File: src/rtl/button_gesture_decoder_pkg.sv
// ---------------------------------------------------------------------------
// button_pkg
// Shared types and default timing constants for the push-button gesture
// decoder. Imported by ms_tick_timer and button_gesture_decoder.
//   state_e            : gesture FSM states (3-bit encoding)
//   TICK_DIV_20MHZ     : clock cycles per 1 ms at 20 MHz
//   *_MS_DEF           : default gesture timings in ms
//   max3()             : helper used to size the shared ms counter
// ---------------------------------------------------------------------------
package button_pkg;

  typedef enum logic [2:0] {
    IDLE   = 3'd0,
    PRESS1 = 3'd1,
    GAP    = 3'd2,
    REL2   = 3'd3,
    LONG   = 3'd4
  } state_e;

  localparam int TICK_DIV_20MHZ    = 20000;
  localparam int LONG_MS_DEF       = 800;
  localparam int DOUBLE_GAP_MS_DEF = 250;
  localparam int REPEAT_MS_DEF     = 100;

  function automatic int max3(input int a, input int b, input int c);
    int m;
    m = (a > b) ? a : b;
    return (m > c) ? m : c;
  endfunction

endpackage

File: src/rtl/button_gesture_decoder_ms_tick_timer.sv
// ---------------------------------------------------------------------------
// ms_tick_timer
// Cycle prescaler producing a 1 ms TICK, and a saturating millisecond
// counter advanced on each TICK. CLR restarts both from zero.
// Ports:
//   CLK    : system clock
//   RST    : synchronous active-high reset
//   CLR    : synchronous restart of prescaler and MS_CNT
//   MS_CNT : elapsed ms since last restart (saturates at all-ones)
//   TICK   : high in the last prescaler cycle of each ms
// ---------------------------------------------------------------------------
module ms_tick_timer
  import button_pkg::*;
#(
  parameter int TICK_DIV = TICK_DIV_20MHZ,
  parameter int MS_W     = 10
) (
  input  logic            CLK,
  input  logic            RST,
  input  logic            CLR,
  output logic [MS_W-1:0] MS_CNT,
  output logic            TICK
);

  localparam int PW = $clog2(TICK_DIV);

  logic [PW-1:0] presc;

  assign TICK = (presc == PW'(TICK_DIV - 1));

  // NOTE: reset is sampled on the clock edge only (synchronous); RST and CLR
  // share one priority branch so a restart always beats a pending TICK.
  always_ff @(posedge CLK) begin
    if (RST || CLR) begin
      presc  <= '0;
      MS_CNT <= '0;
    end else if (TICK) begin
      presc <= '0;
      if (MS_CNT != '1) MS_CNT <= MS_CNT + 1'b1;
    end else begin
      presc <= presc + 1'b1;
    end
  end

endmodule

File: src/rtl/button_gesture_decoder.sv
// ---------------------------------------------------------------------------
// button_gesture_decoder
// Classifies debounced press/release pulses into short, double and long
// presses, each reported as one registered single-cycle pulse.
// Optional feature macro: BUTTON_AUTO_REPEAT_EN (auto-repeat while long-held).
// Ports:
//   CLK          : system clock (20 MHz nominal)
//   RST          : synchronous active-high reset, aborts any gesture silently
//   BTN_DOWN     : debounced press pulse
//   BTN_UP       : debounced release pulse
//   SHORT_PRESS  : single press, released early, no second press within gap
//   DOUBLE_PRESS : second press within DOUBLE_GAP_MS of the first release
//   LONG_PRESS   : press held for LONG_MS
//   REPEAT       : auto-repeat pulse while long-held (0 without the macro)
//   BUSY         : high while a gesture is in progress
// ---------------------------------------------------------------------------
module button_gesture_decoder
  import button_pkg::*;
#(
  parameter int TICK_DIV      = TICK_DIV_20MHZ,
  parameter int LONG_MS       = LONG_MS_DEF,
  parameter int DOUBLE_GAP_MS = DOUBLE_GAP_MS_DEF,
  parameter int REPEAT_MS     = REPEAT_MS_DEF
) (
  input  logic CLK,
  input  logic RST,
  input  logic BTN_DOWN,
  input  logic BTN_UP,
  output logic SHORT_PRESS,
  output logic DOUBLE_PRESS,
  output logic LONG_PRESS,
  output logic REPEAT,
  output logic BUSY
);

  localparam int MS_W = $clog2(max3(LONG_MS, DOUBLE_GAP_MS, REPEAT_MS) + 1);

  state_e          state, state_n;
  logic [MS_W-1:0] ms_cnt;
  logic            clr;
  logic            short_n, double_n, long_n;
  // Decisions are made on MS_CNT alone; the raw tick is not needed here.
  logic            tick_unused;

  ms_tick_timer #(
    .TICK_DIV (TICK_DIV),
    .MS_W     (MS_W)
  ) u_timer (
    .CLK    (CLK),
    .RST    (RST),
    .CLR    (clr),
    .MS_CNT (ms_cnt),
    .TICK   (tick_unused)
  );

`ifdef BUTTON_AUTO_REPEAT_EN
  logic repeat_n;
  // A repeat restarts the ms count so the next one is a full period away.
  assign clr = (state_n != state) || repeat_n;
`else
  assign clr = (state_n != state);
  assign REPEAT = 1'b0;
`endif

  // NOTE: every combinational output gets a default first, so no path
  // through the case statement can leave a latch behind.
  always_comb begin
    state_n  = state;
    short_n  = 1'b0;
    double_n = 1'b0;
    long_n   = 1'b0;
`ifdef BUTTON_AUTO_REPEAT_EN
    repeat_n = 1'b0;
`endif
    unique case (state)
      IDLE: begin
        // A stray release (button held through reset) is ignored here.
        if (BTN_DOWN) state_n = PRESS1;
      end
      PRESS1: begin
        // Release beats a same-cycle long timeout.
        if (BTN_UP) begin
          state_n = GAP;
        end else if (ms_cnt == MS_W'(LONG_MS)) begin
          state_n = LONG;
          long_n  = 1'b1;
        end
      end
      GAP: begin
        // A second press beats a same-cycle gap timeout.
        if (BTN_DOWN) begin
          state_n  = REL2;
          double_n = 1'b1;
        end else if (ms_cnt == MS_W'(DOUBLE_GAP_MS)) begin
          state_n = IDLE;
          short_n = 1'b1;
        end
      end
      REL2: begin
        if (BTN_UP) state_n = IDLE;
      end
      LONG: begin
        if (BTN_UP) begin
          state_n = IDLE;
        end
`ifdef BUTTON_AUTO_REPEAT_EN
        else if (ms_cnt == MS_W'(REPEAT_MS)) begin
          repeat_n = 1'b1;
        end
`endif
      end
      default: state_n = IDLE;
    endcase
  end

  // NOTE: state and output registers use non-blocking assignments so every
  // flop samples the pre-edge value of its inputs.
  always_ff @(posedge CLK) begin
    if (RST) begin
      state        <= IDLE;
      SHORT_PRESS  <= 1'b0;
      DOUBLE_PRESS <= 1'b0;
      LONG_PRESS   <= 1'b0;
      BUSY         <= 1'b0;
    end else begin
      state        <= state_n;
      SHORT_PRESS  <= short_n;
      DOUBLE_PRESS <= double_n;
      LONG_PRESS   <= long_n;
      BUSY         <= (state_n != IDLE);
    end
  end

`ifdef BUTTON_AUTO_REPEAT_EN
  always_ff @(posedge CLK) begin
    if (RST) REPEAT <= 1'b0;
    else     REPEAT <= repeat_n;
  end
`endif

endmodule

File: config.mk
export PLATFORM = sky130hd
export DESIGN_NAME = button_gesture_decoder
export DESIGN_NICKNAME = d
export VERILOG_FILES = /design/src/rtl/button_gesture_decoder_pkg.sv /design/src/rtl/button_gesture_decoder_ms_tick_timer.sv /design/src/rtl/button_gesture_decoder.sv
export SDC_FILE = /design/constraint.sdc
export NUM_CORES = 1
export LEC_CHECK = 0
export CAP_MARGIN = 25
export CORE_MARGIN = 1
export CORE_UTILIZATION = 35
export DETAILED_ROUTE_END_ITERATION = 10
export SLEW_MARGIN = 20
export SYNTH_ARGS = -nofsm -noshare
export SYNTH_HDL_FRONTEND = slang
export SYNTH_SLANG_ARGS = --single-unit
File: constraint.sdc
create_clock -name CLK -period 2.9 [get_ports CLK]
set_clock_uncertainty 0.2 [all_clocks]
set_input_delay 0.29 -clock CLK [delete_from_list [all_inputs] [get_ports CLK]]
set_output_delay 0.29 -clock CLK [all_outputs]
set_load 0.005 [all_outputs]
* After elaboration in Yosys (flattened, before gate mapping)
Index checks and enable logic that the tools add are counted.
** Storage, ports and cells
- Output and inout bits :: 5
- Input bits :: 4
- Flip-flop bits (word level) :: 32
** Cells by class
- Eq/ne operators :: 9
- Bitwise gates (word level) :: 2
- Multiplexer cells :: 10
- Reduce and logical (&&, ||, !) cells :: 9
- $add $sub $neg :: 2
** Operators with widths (number)
- 2-to-1 mux 3 bit :: 6
- adder 15 x 1 -> 15 bit (second input constant) :: 1
- == test 15 bit (second input constant) :: 1
- case mux 3 bit (4 select lines) :: 1
- adder 10 x 1 -> 10 bit (second input constant) :: 1
- == test 10 bit (second input constant) :: 1
- == test 10 x 8 -> 1 bit (second input constant) :: 1
- != test 10 bit (second input constant) :: 1
- == test 3 x 2 -> 1 bit (second input constant) :: 2
- OR reduction 2 bit :: 3
- OR reduction 3 bit :: 2
- == test 3 x 1 -> 1 bit (second input constant) :: 1
- == test 3 bit (second input constant) :: 1
- logical NOT 3 bit :: 1
- 2-to-1 mux 1 bit :: 3
- != test 3 bit :: 1
- nonzero test 3 bit :: 1
- NOT 1 bit :: 2
- AND reduction 2 bit :: 1
- logical OR 1 bit :: 1

* Longest topological paths before layout
- Depth after elaboration :: 7
- Gate-level depth with buffers :: 7

* Modules after synthesis
A second synthesis with hierarchy kept.
** Unflattened totals
- Cell total of the unflattened synthesis :: 183
- Area total of the unflattened synthesis :: 1624.1 sq um
** Modules (own cells, without submodules)
- ms_tick_timer :: seq. area each 500.5 sq um, cells each 140, instances 1, area each 1198.6 sq um
- button_gesture_decoder :: seq. area each 140.1 sq um, cells each 43, instances 1, area each 425.4 sq um

* Worst setup path before layout
Ideal clock, no wire load.
- Kind :: flip-flop to flip-flop
- From :: reg u_timer.presc[8]
- To :: reg u_timer.MS_CNT[4]
- Arrival :: 2079 ps
- Data required time :: 2630 ps
- Setup time :: 70 ps
- Buffers on the path :: 1
- Path slack :: 551 ps
- Stages on the path, launching flop included :: 6
- Cells stage by stage :: dfxtp_1 -> or4b_1 -> or4_1 -> buf_2 -> or4_1 -> a21oi_1
** On the way
- Word-level cells in the longest chain between the ends :: 2
** Ends and longest elaborated chain
- start, declared :: line button_gesture_decoder_ms_tick_timer.sv:27 : logic [PW-1:0] presc;
- start signal, assigned :: line button_gesture_decoder_ms_tick_timer.sv:41 : presc <= presc + 1'b1;
- == test 15 bit :: line button_gesture_decoder_ms_tick_timer.sv:29 : assign TICK = (presc == PW'(TICK_DIV - 1));
- AND reduction 2 bit (no source line)
- end signal, assigned :: line button_gesture_decoder_ms_tick_timer.sv:39 : if (MS_CNT != '1) MS_CNT <= MS_CNT + 1'b1;
- end, declared :: line button_gesture_decoder_ms_tick_timer.sv:21 : output logic [MS_W-1:0] MS_CNT,
Every way passes these cells.
A chain may end at the register's enable or synchronous reset.

* Worst setup path in the final report
- From :: reg u_timer.presc[9]
- To :: reg u_timer.MS_CNT[4]
Same word-level chain as after synthesis.

==> report_table.html <==
<table>
<tr><th>Metric</th><th>Value</th></tr>
<tr><th colspan="2">STA</th></tr>
<tr><td>Worst-margin pin slew</td><td>856.8 ps</td></tr>
<tr><td>Final TNS setup</td><td>0 ps</td></tr>
<tr><td>Final worst path period need</td><td>2535 ps</td></tr>
<tr><td>Setup violations, final</td><td>0</td></tr>
<tr><td>RSZ-0062 raised after global routing</td><td>false</td></tr>
<tr><td>Fin crit share</td><td>87.43%</td></tr>
<tr><td>Final number of hold-violating endpoints</td><td>0</td></tr>
<tr><td>Highest Clock Rate</td><td>394.4 MHz</td></tr>
<tr><td>Number of pins exceeding their max-slew limit in the final report</td><td>0</td></tr>
<tr><td>Max_slew headroom</td><td>42.40%</td></tr>
<tr><th colspan="2">Logic synthesis</th></tr>
<tr><td>Synth Area in XOR/XNOR</td><td>7.735%</td></tr>
<tr><td>Adder-cell share of the synthesized area</td><td>3.157%</td></tr>
<tr><td>Synth area leader</td><td>sky130_fd_sc_hd__dfxtp_1</td></tr>
<tr><td>Synthesized-area fraction occupied by and/or/nand/nor cells</td><td>31.65%</td></tr>
<tr><td>Sequential share of the synthesized area</td><td>40.41%</td></tr>
<tr><td>Async SR Flop Fraction</td><td>0%</td></tr>
<tr><td>Post-synthesis compound-gate area fraction</td><td>12.87%</td></tr>
<tr><td>Number of cells produced by synthesis</td><td>187</td></tr>
<tr><td>Yosys top cell area share</td><td>40.41%</td></tr>
<tr><td>Synthesized Nets</td><td>195</td></tr>
<tr><td>Multiplexer share of the synthesized area</td><td>0%</td></tr>
<tr><td>Syn Area/Cell</td><td>8.477 µm²</td></tr>
<tr><td>Distinct cell type count of the synthesized netlist</td><td>37</td></tr>
<tr><td>Most area-consuming cells after synthesis</td><td>sky130_fd_sc_hd__dfxtp_1 (40%), sky130_fd_sc_hd__xnor2_1 (6.6%), sky130_fd_sc_hd__nor2_1 (4.3%)</td></tr>
<tr><td>Dominant cell by count in the synthesized netlist</td><td>sky130_fd_sc_hd__dfxtp_1</td></tr>
<tr><td>Area of the mapped netlist</td><td>0.001585 mm²</td></tr>
<tr><td>Synthesized flop and latch total</td><td>32</td></tr>
<tr><td>Largest family of logic cells by synthesized area</td><td>simple AND/OR/NAND/NOR gates</td></tr>
<tr><td>Top_reg_cell synth</td><td>sky130_fd_sc_hd__dfxtp_1</td></tr>
<tr><td>Synth warn</td><td>0</td></tr>
<tr><td>Number of enable-type register cells in the synthesized netlist</td><td>0</td></tr>
<tr><td>Most used standard cells in the synthesized netlist</td><td>sky130_fd_sc_hd__dfxtp_1 (32), sky130_fd_sc_hd__nor2_1 (18), sky130_fd_sc_hd__nand3_1 (13), sky130_fd_sc_hd__nor3_1 (13), sky130_fd_sc_hd__xnor2_1 (12)</td></tr>
<tr><th colspan="2">Worst setup path</th></tr>
<tr><td>Worst Path Required</td><td>2910 ps</td></tr>
<tr><td>Worst setup path class</td><td>flip-flop to flip-flop</td></tr>
<tr><td>Sum of buffers and inverters on the critical path</td><td>0</td></tr>
<tr><td>Critical path arrival</td><td>2550 ps</td></tr>
<tr><td>Setup slack of the worst register-to-register path</td><td>360 ps</td></tr>
<tr><td>Critical-path cell list</td><td>or4b_1, or4_1, or4_1, a21oi_1</td></tr>
<tr><td>Crit path launch type</td><td>flip-flop</td></tr>
<tr><td>Most frequent CP cell</td><td>sky130_fd_sc_hd__or4_1</td></tr>
<tr><td>Kind of cell adding the most delay to the critical path</td><td>simple AND/OR/NAND/NOR gates</td></tr>
<tr><td>Maximum fanout along the worst path</td><td>9</td></tr>
<tr><td>Crit path largest cell delay</td><td>680 ps</td></tr>
<tr><td>Slowest library cell on the worst path</td><td>sky130_fd_sc_hd__or4_1</td></tr>
<tr><td>Endpoint kind of the worst setup timing path</td><td>flip-flop</td></tr>
<tr><th colspan="2">Die</th></tr>
<tr><td>Site row count</td><td>24</td></tr>
<tr><td>Die Y-Extent</td><td>69.30 µm</td></tr>
<tr><td>Initial Util</td><td>36.41%</td></tr>
<tr><td>Horiz. Die Dim</td><td>69.30 µm</td></tr>
<tr><td>Boundary pin count</td><td>9</td></tr>
<tr><td>Placeable core region</td><td>0.004354 mm²</td></tr>
<tr><td>Die Area</td><td>0.004802 mm²</td></tr>
<tr><th colspan="2">Route</th></tr>
<tr><td>Total Routed Length</td><td>3346 µm</td></tr>
<tr><td>First-pass detailed-route iteration total</td><td>4</td></tr>
<tr><td>Via-to-Cell Ratio</td><td>5.818</td></tr>
<tr><td>Routed length per instance</td><td>13.55 µm</td></tr>
<tr><td>DR iter-0 viols</td><td>40</td></tr>
<tr><td>Via total after detailed routing</td><td>1437</td></tr>
<tr><td>Post-DRT Antenna Nets</td><td>0</td></tr>
<tr><td>Post-route DRC</td><td>0</td></tr>
<tr><th colspan="2">Placed design</th></tr>
<tr><td>Routability congestion estimate from global placement</td><td>0.8145</td></tr>
<tr><td>Post-detail-place hpwl</td><td>2234 µm</td></tr>
<tr><td>PortBufs</td><td>7</td></tr>
<tr><th colspan="2">Layout</th></tr>
<tr><td>Register area</td><td>640.6 µm²</td></tr>
<tr><td>Combined area of the multi-input logic cells</td><td>888.4 µm²</td></tr>
<tr><td>Antenna Cells</td><td>0</td></tr>
<tr><td>Final Net Count</td><td>202</td></tr>
<tr><td>Fraction of layout instances using a drive strength above 1</td><td>6.154%</td></tr>
<tr><td># fillers</td><td>438</td></tr>
<tr><td>Area delta synth-&gt;final</td><td>14.84%</td></tr>
<tr><th colspan="2">Run</th></tr>
<tr><td>MaxCap Viol Count</td><td>0</td></tr>
<tr><th colspan="2">Clocking</th></tr>
<tr><td>Number of buffers on the longest clock path</td><td>2</td></tr>
<tr><td>Later-pin clock latency in the skew report</td><td>290 ps</td></tr>
<tr><td># H-tree levels</td><td>2</td></tr>
<tr><td>Root Driver</td><td>sky130_fd_sc_hd__clkbuf_8</td></tr>
<tr><td>CTS resizes</td><td>0</td></tr>
<tr><td>Clock transition at path regs</td><td>70 ps</td></tr>
<tr><td>Clock sink total</td><td>32</td></tr>
<tr><td>Setup Fix Bufs, Post-CTS</td><td>0</td></tr>
<tr><td>TritonCTS clock tree</td><td>built</td></tr>
<tr><td>Clock buffer count from CTS</td><td>5</td></tr>
<tr><td>Hold buffers post-CTS</td><td>0</td></tr>
<tr><th colspan="2">Power</th></tr>
<tr><td>Net switching power of the design</td><td>195.9 µW</td></tr>
<tr><td>Total power divided by cell area</td><td>528.7 mW/mm²</td></tr>
<tr><td>Sw frac</td><td>20.35%</td></tr>
<tr><td>Max IR drop VDD</td><td>0.3334 mV</td></tr>
<tr><td>Share of total power in the clock network</td><td>48.6%</td></tr>
<tr><td>Relative contribution of sequential cells to total power</td><td>47.2%</td></tr>
<tr><td>Static leakage power</td><td>0.0005161 µW</td></tr>
<tr><td>Power share of the combinational group</td><td>4.2%</td></tr>
<tr><td>Design internal power</td><td>766.6 µW</td></tr>
<tr><td>Overall power consumption</td><td>962.4 µW</td></tr>
<tr><th colspan="2">Worst hold path</th></tr>
<tr><td>Hold crit path type</td><td>flip-flop to flip-flop</td></tr>
<tr><th colspan="2">GRT</th></tr>
<tr><td>Initial antenna violation count</td><td>0</td></tr>
<tr><td>Number of global-route vias before repair</td><td>1311</td></tr>
<tr><td>First-pass GRT wire length</td><td>6058 µm</td></tr>
<tr><td>Gr usage total</td><td>15.59%</td></tr>
<tr><td>Gr ovfl total</td><td>0</td></tr>
<tr><td>Pin count of the biggest net entering global routing</td><td>26</td></tr>
<tr><th colspan="2">Run status</th></tr>
<tr><td>Result of the run</td><td>finished, final reports clean</td></tr>
</table>
## placed cells by master, fill, tap and decap left out, drive strengths merged
cell type / n
or4: 6
bufinv: 1
nor3: 13
a311oi: 1
and2: 2
xnor2: 12
nand4b: 1
nor4: 7
a21oi: 11
clkdlybuf4s50: 7
and4: 3
a41oi: 2
o211ai: 2
nor4b: 3
a211oi: 1
nor2: 18
inv: 4
nand2: 11
nand3: 13
or3: 3
o31a: 1
o31ai: 5
buf: 2
or4b: 2
o21ai: 6
conb: 1
dfxtp: 32
nand4: 5
clkbuf: 7
and3: 1
a2111oi: 2
a31oi: 1
ha: 4
nor3b: 2
xor2: 2
nand3b: 1
## sequential cells by signal, summed over array words and instances, names as in the netlist
name            count
state               3
BUSY                1
LONG_PRESS          1
SHORT_PRESS         1
u_timer.MS_CNT     10
DOUBLE_PRESS        1
u_timer.presc      15
## path summary, 6_finish.rpt
kind,startpoint,to,depth (start not counted)
worst max-delay path,u_timer.presc[9],u_timer.MS_CNT[4],4
worst max register to register,u_timer.presc[9],u_timer.MS_CNT[4],4
worst min register to register,u_timer.presc[0],u_timer.presc[0],1
worst min-delay path,u_timer.presc[0],u_timer.presc[0],1
## per-stage QoR
step                      area, µm²  cells  hold WS, ps  worst slack (ps)  utilization [%]
after floorplan                1585    187        168.0             551.3                -
after global placement         1694    239        248.7             424.4            38.91
after detailed placement       1694    239        255.1             405.3            38.91
after CTS                      1821    247        264.4             355.6            41.81
after global routing           1821    247        292.3             234.6            41.81
final                          1821    247        258.6             364.6            41.81
## worst reg2reg max path: cells and delay by family, from the launching register on
family	cells	cell delay, ps
AOI/OAI and AO/OA	1	150
DFF	1	410
and+or+nand+nor	3	1710
## routing by layer
layer  GRT usage, %  wire [µm]  vias up  part of all wire, %
met5              0          0        -                    0
met4          6.803         62        0                  1.9
met3          4.070        187        7                  5.6
met2          23.41       1429       32                   43
met1          21.00       1666      692                   50
li1               -          -      706                    -
## power groups by stage
stage / Sequential, µW / Combinational (µW) / Clock, µW
after global placement: 464 / 40.9 / 0
final: 454 / 40.4 / 468
after global routing: 455 / 45.7 / 499
after CTS: 454 / 40.9 / 480
after detailed placement: 464 / 40.7 / 0
after floorplan: 460 / 31.0 / 0
## area by class of cell
| type | instances | area share (%) |
|---|---|---|
| clock inverter | 1 | 1.649 |
| sequential | 32 | 35.19 |
| multi-input combinational | 142 | 48.80 |
| inverter | 4 | 0.8247 |
| clock buffer | 7 | 5.292 |
| tap | 52 | 3.574 |
| timing repair buffer | 9 | 4.674 |
## kinds of logic (layout without fill, tap and decap cells)
group,count (synthesis),after routing
adder cells (fa/ha/maj),4,4
AO/OA/AOI/OAI,32,32
XOR/XNOR,14,14
AND/OR/NAND/NOR,91,91
other,1,1
flip-flops,32,32
buffers and inverters,13,21
(Power assumes the default switching activity.)
